File: src/rtl/logic_unit_pkg.sv
// Shared encodings for the pipelined bitwise logic unit: op codes, FSM states
// and the accumulate-op helper.
package logic_unit_pkg;

    localparam logic [2:0] OP_OR      = 3'b000;
    localparam logic [2:0] OP_AND     = 3'b001;
    localparam logic [2:0] OP_XOR     = 3'b010;
    localparam logic [2:0] OP_NOR     = 3'b011;
    localparam logic [2:0] OP_ANDN    = 3'b100;
    localparam logic [2:0] OP_PASSB   = 3'b101;
    localparam logic [2:0] OP_ACC_OR  = 3'b110;
    localparam logic [2:0] OP_ACC_XOR = 3'b111;

    localparam logic [0:0] ST_IDLE = 1'b0;
    localparam logic [0:0] ST_ACC  = 1'b1;

    function automatic logic is_acc_op(input logic [2:0] op);
        return op[2] & op[1];
    endfunction

endpackage

File: src/rtl/logic_unit_alu.sv
// Combinational bitwise ALU; the accumulate codes fold as plain OR / XOR so the
// same block serves fresh beats and accumulate steps.
module logic_unit_alu #(
    parameter int WIDTH = 16
) (
    input  logic [WIDTH-1:0] x,
    input  logic [WIDTH-1:0] y,
    input  logic [2:0]       op,
    output logic [WIDTH-1:0] res
);
    import logic_unit_pkg::*;

    // NOTE: a default assignment ahead of the case keeps always_comb latch-free.
    always_comb begin
        res = '0;
        case (op)
            OP_OR:      res = x | y;
            OP_AND:     res = x & y;
            OP_XOR:     res = x ^ y;
            OP_NOR:     res = ~(x | y);
            OP_ANDN:    res = x & ~y;
            OP_PASSB:   res = y;
            OP_ACC_OR:  res = x | y;
            OP_ACC_XOR: res = x ^ y;
            default:    res = '0;
        endcase
    end

endmodule

File: src/rtl/logic_unit_pipe.sv
// Registered bitwise logic unit with OR/XOR burst accumulation and a one-entry
// output register. Define LOGIC_UNIT_REDUCE_EN for registered reduction outputs.
module logic_unit_pipe #(
    parameter int WIDTH = 16
) (
    input  logic             clk,
    input  logic             rst_n,
    input  logic             in_valid,
    output logic             in_ready,
    input  logic [WIDTH-1:0] in_a,
    input  logic [WIDTH-1:0] in_b,
    input  logic [2:0]       in_op,
    input  logic             in_last,
    output logic             out_valid,
    input  logic             out_ready,
    output logic [WIDTH-1:0] out_data,
    output logic             out_zero
`ifdef LOGIC_UNIT_REDUCE_EN
    ,
    output logic             out_red_or,
    output logic             out_red_and,
    output logic             out_red_xor
`endif
);
    import logic_unit_pkg::*;

    logic [0:0]       state;
    logic             acc_xor;
    logic [WIDTH-1:0] acc;

    logic             accept;
    logic             take;
    logic             in_acc;
    logic             load;
    logic [WIDTH-1:0] alu_x;
    logic [WIDTH-1:0] alu_y;
    logic [2:0]       alu_op;
    logic [WIDTH-1:0] alu_res;

    assign in_ready = !out_valid || out_ready;
    assign accept   = in_valid && in_ready;
    assign take     = out_valid && out_ready;
    assign in_acc   = (state == ST_ACC);

    // Mid-burst the ALU folds the next A into acc under the latched op; in_op and in_b are ignored.
    assign alu_x  = in_acc ? acc : in_a;
    assign alu_y  = in_acc ? in_a : in_b;
    assign alu_op = in_acc ? (acc_xor ? OP_ACC_XOR : OP_ACC_OR) : in_op;

    assign load = accept && (in_acc ? in_last : (!is_acc_op(in_op) || in_last));

    logic_unit_alu #(.WIDTH(WIDTH)) u_alu (
        .x   (alu_x),
        .y   (alu_y),
        .op  (alu_op),
        .res (alu_res)
    );

    // NOTE: sequential state uses non-blocking assignments so every flop samples pre-edge values.
    always_ff @(posedge clk or negedge rst_n) begin
        if (!rst_n) begin
            state   <= ST_IDLE;
            acc     <= '0;
            acc_xor <= 1'b0;
        end else if (accept) begin
            if (in_acc) begin
                if (in_last) begin
                    state <= ST_IDLE;
                    acc   <= '0;
                end else begin
                    acc <= alu_res;
                end
            end else if (is_acc_op(in_op) && !in_last) begin
                state   <= ST_ACC;
                acc     <= alu_res;
                acc_xor <= in_op[0];
            end
        end
    end

    always_ff @(posedge clk or negedge rst_n) begin
        if (!rst_n) begin
            out_valid <= 1'b0;
            out_data  <= '0;
            out_zero  <= 1'b1;
        end else if (load) begin
            out_valid <= 1'b1;
            out_data  <= alu_res;
            out_zero  <= (alu_res == '0);
        end else if (take) begin
            out_valid <= 1'b0;
        end
    end

`ifdef LOGIC_UNIT_REDUCE_EN
    always_ff @(posedge clk or negedge rst_n) begin
        if (!rst_n) begin
            out_red_or  <= 1'b0;
            out_red_and <= 1'b0;
            out_red_xor <= 1'b0;
        end else if (load) begin
            out_red_or  <= |alu_res;
            out_red_and <= &alu_res;
            out_red_xor <= ^alu_res;
        end
    end
`endif

endmodule

File: config.mk
export PLATFORM = sky130hd
export DESIGN_NAME = logic_unit_pipe
export DESIGN_NICKNAME = d
export VERILOG_FILES = /design/src/rtl/logic_unit_pkg.sv /design/src/rtl/logic_unit_alu.sv /design/src/rtl/logic_unit_pipe.sv
export SDC_FILE = /design/constraint.sdc
export NUM_CORES = 1
export LEC_CHECK = 0
export ABC_AREA = 1
export CAP_MARGIN = 10
export CORE_MARGIN = 2
export CORE_UTILIZATION = 57
export DETAILED_ROUTE_END_ITERATION = 12
export PLACE_DENSITY = 0.9
export SLEW_MARGIN = 5
export SYNTH_ARGS = -nofsm -noshare
export SYNTH_HDL_FRONTEND = slang
export SYNTH_SLANG_ARGS = --single-unit
File: constraint.sdc
create_clock -name clk -period 3.6 [get_ports clk]
set_clock_uncertainty 0.1 [all_clocks]
set_input_delay 0.72 -clock clk [delete_from_list [all_inputs] [get_ports clk]]
set_output_delay 0.72 -clock clk [all_outputs]
set_load 0.02 [all_outputs]
**After elaboration in Yosys (flattened, before gate mapping)**

Index checks and enable logic that the tools add are counted.

- Register bits after elaboration: 36
- Output and inout port bits: 19

- Reduce and logical (&&, ||, !) cells: 17
- Muxes and demuxes: 14
- Equal/unequal tests: 7
- Bitwise operators: 8

Operator list:

| operator | count |
|---|---|
| 16-bit one-hot mux with 6 select lines | 1 |
| 16-bit two-way mux | 5 |
| 16-bit bitwise AND | 2 |
| 16-bit NOT | 2 |
| 16-bit logical NOT | 1 |
| 16-bit bitwise OR | 1 |
| 16-bit bitwise XOR | 1 |
| 3-bit equality test, second input constant | 4 |
| 1-bit two-way mux | 7 |
| 3-bit by 2-bit equality test with 1-bit output, second input constant | 2 |
| 1-bit logical AND | 4 |
| 2-bit nonzero test | 2 |
| 2-bit OR reduction | 2 |
| 3-bit by 1-bit equality test with 1-bit output, second input constant | 1 |
| 1-bit logical NOT | 3 |
| 3-bit logical NOT | 1 |
| 3-bit two-way mux | 1 |
| 3-bit AND reduction | 1 |
| 1-bit logical OR | 2 |
| 2-bit AND reduction | 1 |
| 1-bit bitwise AND | 1 |
| 1-bit NOT | 1 |

**Logic depth before layout (Yosys ltp)**

- Word-level depth: 7
- Gate-level depth with buffers: 17
- Gate-level depth less buffers: 15

**Cells and area by module**

Synthesis repeated with hierarchy kept, for this count alone.

- Cells, all modules: 518
- Area total of the unflattened synthesis: 3244.4 um^2

Modules (own cells, without submodules):

| module | times used | cells each | area each (um^2) | seq. area each (um^2) |
|---|---|---|---|---|
| logic_unit_pipe | 1 | 266 | 1933.1 | 902.1 |
| logic_unit_alu | 1 | 252 | 1311.3 | 0.0 |

**Worst setup path before layout**

OpenSTA, ideal clock, no wires.

- Kind: input -> register
- Start point: input in_b[0]
- End point: register out_zero
- Cell stages on the path: 12
- Slack: 1.501 ns
- Data required time: 3.439 ns
- Arrival time: 1.938 ns
- Setup time: 0.061 ns
- Path through: or2_2 > o21ai_4 > ha_1 > nand3_1 > nand2_1 > nor2_1 > nand2_1 > nor2_1 > nand2_1 > nor2_1 > nand2_1 > nand2_1

- Longest elaborated chain between the ends: 5

Ends and longest elaborated chain:

| element | RTL line | RTL |
|---|---|---|
| from (decl) | logic_unit_pipe.sv:11 | `input logic [WIDTH-1:0] in_b,` |
| 16-bit two-way mux * | logic_unit_pipe.sv:47 | `assign alu_y = in_acc ? in_a : in_b;` |
| 16-bit NOT or 16-bit bitwise OR (tied branches) | -- |  |
| 16-bit bitwise AND or 16-bit NOT (tied branches) | logic_unit_alu.sv:21, logic_unit_alu.sv:20 |  |
| 16-bit one-hot mux with 6 select lines * | logic_unit_alu.sv:16 | `case (op)` |
| 16-bit logical NOT * | logic_unit_pipe.sv:89 | `out_zero <= (alu_res == '0);` |
| to (signal assigned) | logic_unit_pipe.sv:89 |  |
| to (decl) | logic_unit_pipe.sv:17 | `output logic out_zero` |

Every way passes the cells marked *; elsewhere a longest branch is shown, timed or not.
A chain may end at the register's enable or synchronous reset.

**Worst setup path in the final report**

- Start point: input in_op[1]
- End point: register out_zero

- Longest elaborated chain between the ends: 5

Ends and longest elaborated chain:

| element | RTL line | RTL |
|---|---|---|
| from (decl) | logic_unit_pipe.sv:12 | `input logic [2:0] in_op,` |
| 3-bit two-way mux or 1-bit bitwise AND (tied branches) | logic_unit_pipe.sv:48, logic_unit_pkg.sv:18 |  |
| 3-bit by 2-bit equality test with 1-bit output, or another cell as far along | logic_unit_alu.sv:16 |  |
| 2-bit OR reduction (no line) or 1-bit logical OR (tied branches) | -- |  |
| 16-bit one-hot mux with 6 select lines or 1-bit two-way mux (tied branches) | logic_unit_alu.sv:16, logic_unit_pipe.sv:50 |  |
| 16-bit logical NOT or 1-bit logical AND (tied branches) | logic_unit_pipe.sv:89, logic_unit_pipe.sv:50 |  |

Parallel ways exist; a longest one is shown, timed or not.

==> reports/summary.txt <==
GR Layer Usage met2 -> 50.78%
CP endpoint kind -> register
Max Root-Sink Buffers -> 2
Setup Fix Bufs, Post-CTS -> 0
CTS H-tree depth -> 2
layout cell share with drive strength beyond 1 -> 9.738%
antenna violations before repair -> 0
clk root buf -> clkbuf_8
Worst Path Required -> 3.74 ns
first-pass iteration count of the detailed router -> 5
TNS Setup -> 0 ns
total gr overflow -> 0
Avg Inst Size Synth -> 6.515 um^2
area fraction of the dominant cell type after synthesis -> 28.07%
pin count of the biggest net entering global routing -> 37
Worst VDD drop -> 0.2673 mV
Cell Area, Synth -> 3120 um^2
Post-synth top flop -> dfrtp_1
initial drt markers -> 390
most frequent cells after synthesis -> nand2_1 (147), inv_1 (65), nor2_1 (45)
CP Max Fanout -> 13
Hold Fails Final Rpt -> 0
Rel. slew slack -> 48.72%
fin crit period -> 2.762 ns
clk slew on worst S/H paths -> 0.08 ns
slowest CP cell -> nor2_2
Std-Cell Rows -> 26
Final Max Slew Viols -> 0
Initial Util -> 59.95%
final setup fails -> 0
P&R area growth vs syn -> 21.29%
via count -> 3476
Ys Warns -> 0
crit path launch type -> input pin
crit path kind -> in2reg
Post-synth EDFFs -> 0
fin cells -> 604
post-synthesis sequential area ratio -> 28.91%
worst min path class -> reg2reg
Post-CTS Hold Buffers -> 0
Worst-Margin Slew -> 0.7683 ns
post-synthesis async set-or-reset flop share -> 100.0%
FF+latch count, synth -> 36
RSZ-0062 raised after global routing -> false
Sequential cell area -> 903.4 um^2
Die W -> 77.99 um
Core Region -> 5205 um^2
Final ANT Viol Nets -> 0
critical path arrival -> 2.90 ns
crit-path most repeated cell -> nand2_1
Via density -> 5.755
gr busiest metal -> met2
cell count after synthesis -> 479
CTS sink count -> 36
CP max stage delay -> 0.60 ns
filler cell count -> 441
M3 GR Usage -> 5.698%
later-pin clock latency in the skew report -> 0.29 ns
global-route wire length before repair -> 14680 um
placed wire-length estimate -> 6264 um
cell taking the most area after synthesis -> dfrtp_1
Yosys cell types -> 36
CP cell instances -> clkdlybuf4s50_1 > nor2_4 > nand2_1 > nor2_2 > a21oi_1 > nand3_1 > nand2_1 > nor2_1 > nand2_1 > nor2_1 > nand2_1 > nand2_1
I/O Buffers -> 58
f_max -> 0.3621 GHz
most frequent cell after synthesis -> nand2_1
period utilization -> 76.71%
Antenna diodes -> 0
total CTS buffers -> 5
status -> completed
dpl cells -> 596
die area -> 6082 um^2
max_cap viols -> 0
pwr dens -> 508.7 nW/um^2
CTS tree -> yes
Routed WL per cell -> 14.63 um
nets -> 589
gpl congestion -> 0.9128
Leak -> 1.852 nW
Die H -> 77.99 um
met1 GRT Util -> 36.66%
aggregate routed wire length -> 8834 um
vias in the first global route -> 3315
Net Count, Synth -> 535
area of the multi-input gates -> 1797 um^2
post-CTS sizing -> 0
GRT Total Usage -> 29.98%
Boundary Pins -> 59
DR DRC count -> 0
top cells by area, synth -> dfrtp_1 (28%), nand2_1 (18%), inv_1 (7.8%)
==> cell families (layout without fill, tap and decap cells) <==
family | Yosys count | count (layout) | synth area share (%)
DFF | 36 | 36 | 28.91
buffers and inverters | 92 | 147 | 13.51
AOI/OAI and AO/OA | 86 | 86 | 16.88
and+or+nand+nor | 244 | 244 | 32.88
adders and majority gates | 16 | 16 | 6.415
xor gates and xnor gates | 5 | 5 | 1.403
==> final timing paths <==
| path | from | endpoint | slack (ns) | cells past startpoint |
|---|---|---|---|---|
| worst min register to register | out_data[7] | out_data[7] | 0.39 | 2 |
| worst max-delay path | in_op[1] | out_zero | 0.84 | 12 |
| worst max register to register | in_acc | out_zero | 1.06 | 12 |
| max in group asynchronous | rst_n | out_zero | 2.28 | 2 |
| worst min-delay path | out_data[7] | out_data[7] | 0.39 | 2 |
| min in group asynchronous | rst_n | acc_xor | 0.75 | 2 |
==> metal layers <==
metal  vias to the layer above  part of all wire, %
li1                       1635                    -
met1                      1573                   40
met2                       221                   47
met3                        47                  9.4
met4                         0                  3.8
met5                         -                    0
==> through the flow <==
stage | hold slack (ns) | power [mW] | utilization [%] | area [um^2] | setup WS (ns)
floorplan | 0.3244 | 1.270 | - | 3120 | 1.501
global placement | 0.3689 | 1.550 | 70.99 | 3695 | 0.6954
detailed placement | 0.3740 | 1.599 | 70.99 | 3695 | 0.6075
CTS | 0.3925 | 1.904 | 72.72 | 3785 | 0.8498
global route | 0.4268 | 2.052 | 72.72 | 3785 | 0.6391
finish | 0.3886 | 1.925 | 72.72 | 3785 | 0.8383
==> worst max-delay path: cells and delay by family <==
| kind | cells | cell delay, ns |
|---|---|---|
| AO/OA/AOI/OAI | 1 | 0.18 |
| buffers and inverters | 1 | 0.49 |
| AND/OR/NAND/NOR | 10 | 1.50 |
==> registers in the layout, indices dropped and copies added, names as in the netlist <==
name and cells:
in_acc 1, out_data 16, out_zero 1, acc_xor 1
acc 16, out_valid 1
==> power by group <==
part	internal [mW]	switching [mW]
clock	0.156	0.152
combinational	0.402	0.619
sequential	0.538	0.0582
total	1.10	0.829
==> cell type report <==
class	instances	area share, %
Tap cell	70	2.314
Timing Repair Buffer	64	16.53
Inverter	75	7.438
Clock buffer	8	2.380
Sequential cell	36	23.87
Multi-Input combinational cell	351	47.47
==> layout by cell type (no fill, tap or decap), types with 2 or more instances in the layout <==
cell type and count:
o21a_1 4, clkinv_1 2, inv_2 8, dfrtp_1 34
inv_1 65, a21oi_1 4, nand2_1 147, o21ai_0 20
nand3_1 27, nand4_1 4, ha_1 16, buf_4 6
clkbuf_8 6, nor2_2 5, a31oi_1 7, or2_1 2
xnor2_1 4, clkdlybuf4s50_1 58, nor2_1 45, clkbuf_1 2
o21ai_2 12, nand2_2 5, o21ai_1 23, or2_2 3
o22ai_1 14
Power figures use the tool's default switching activity.
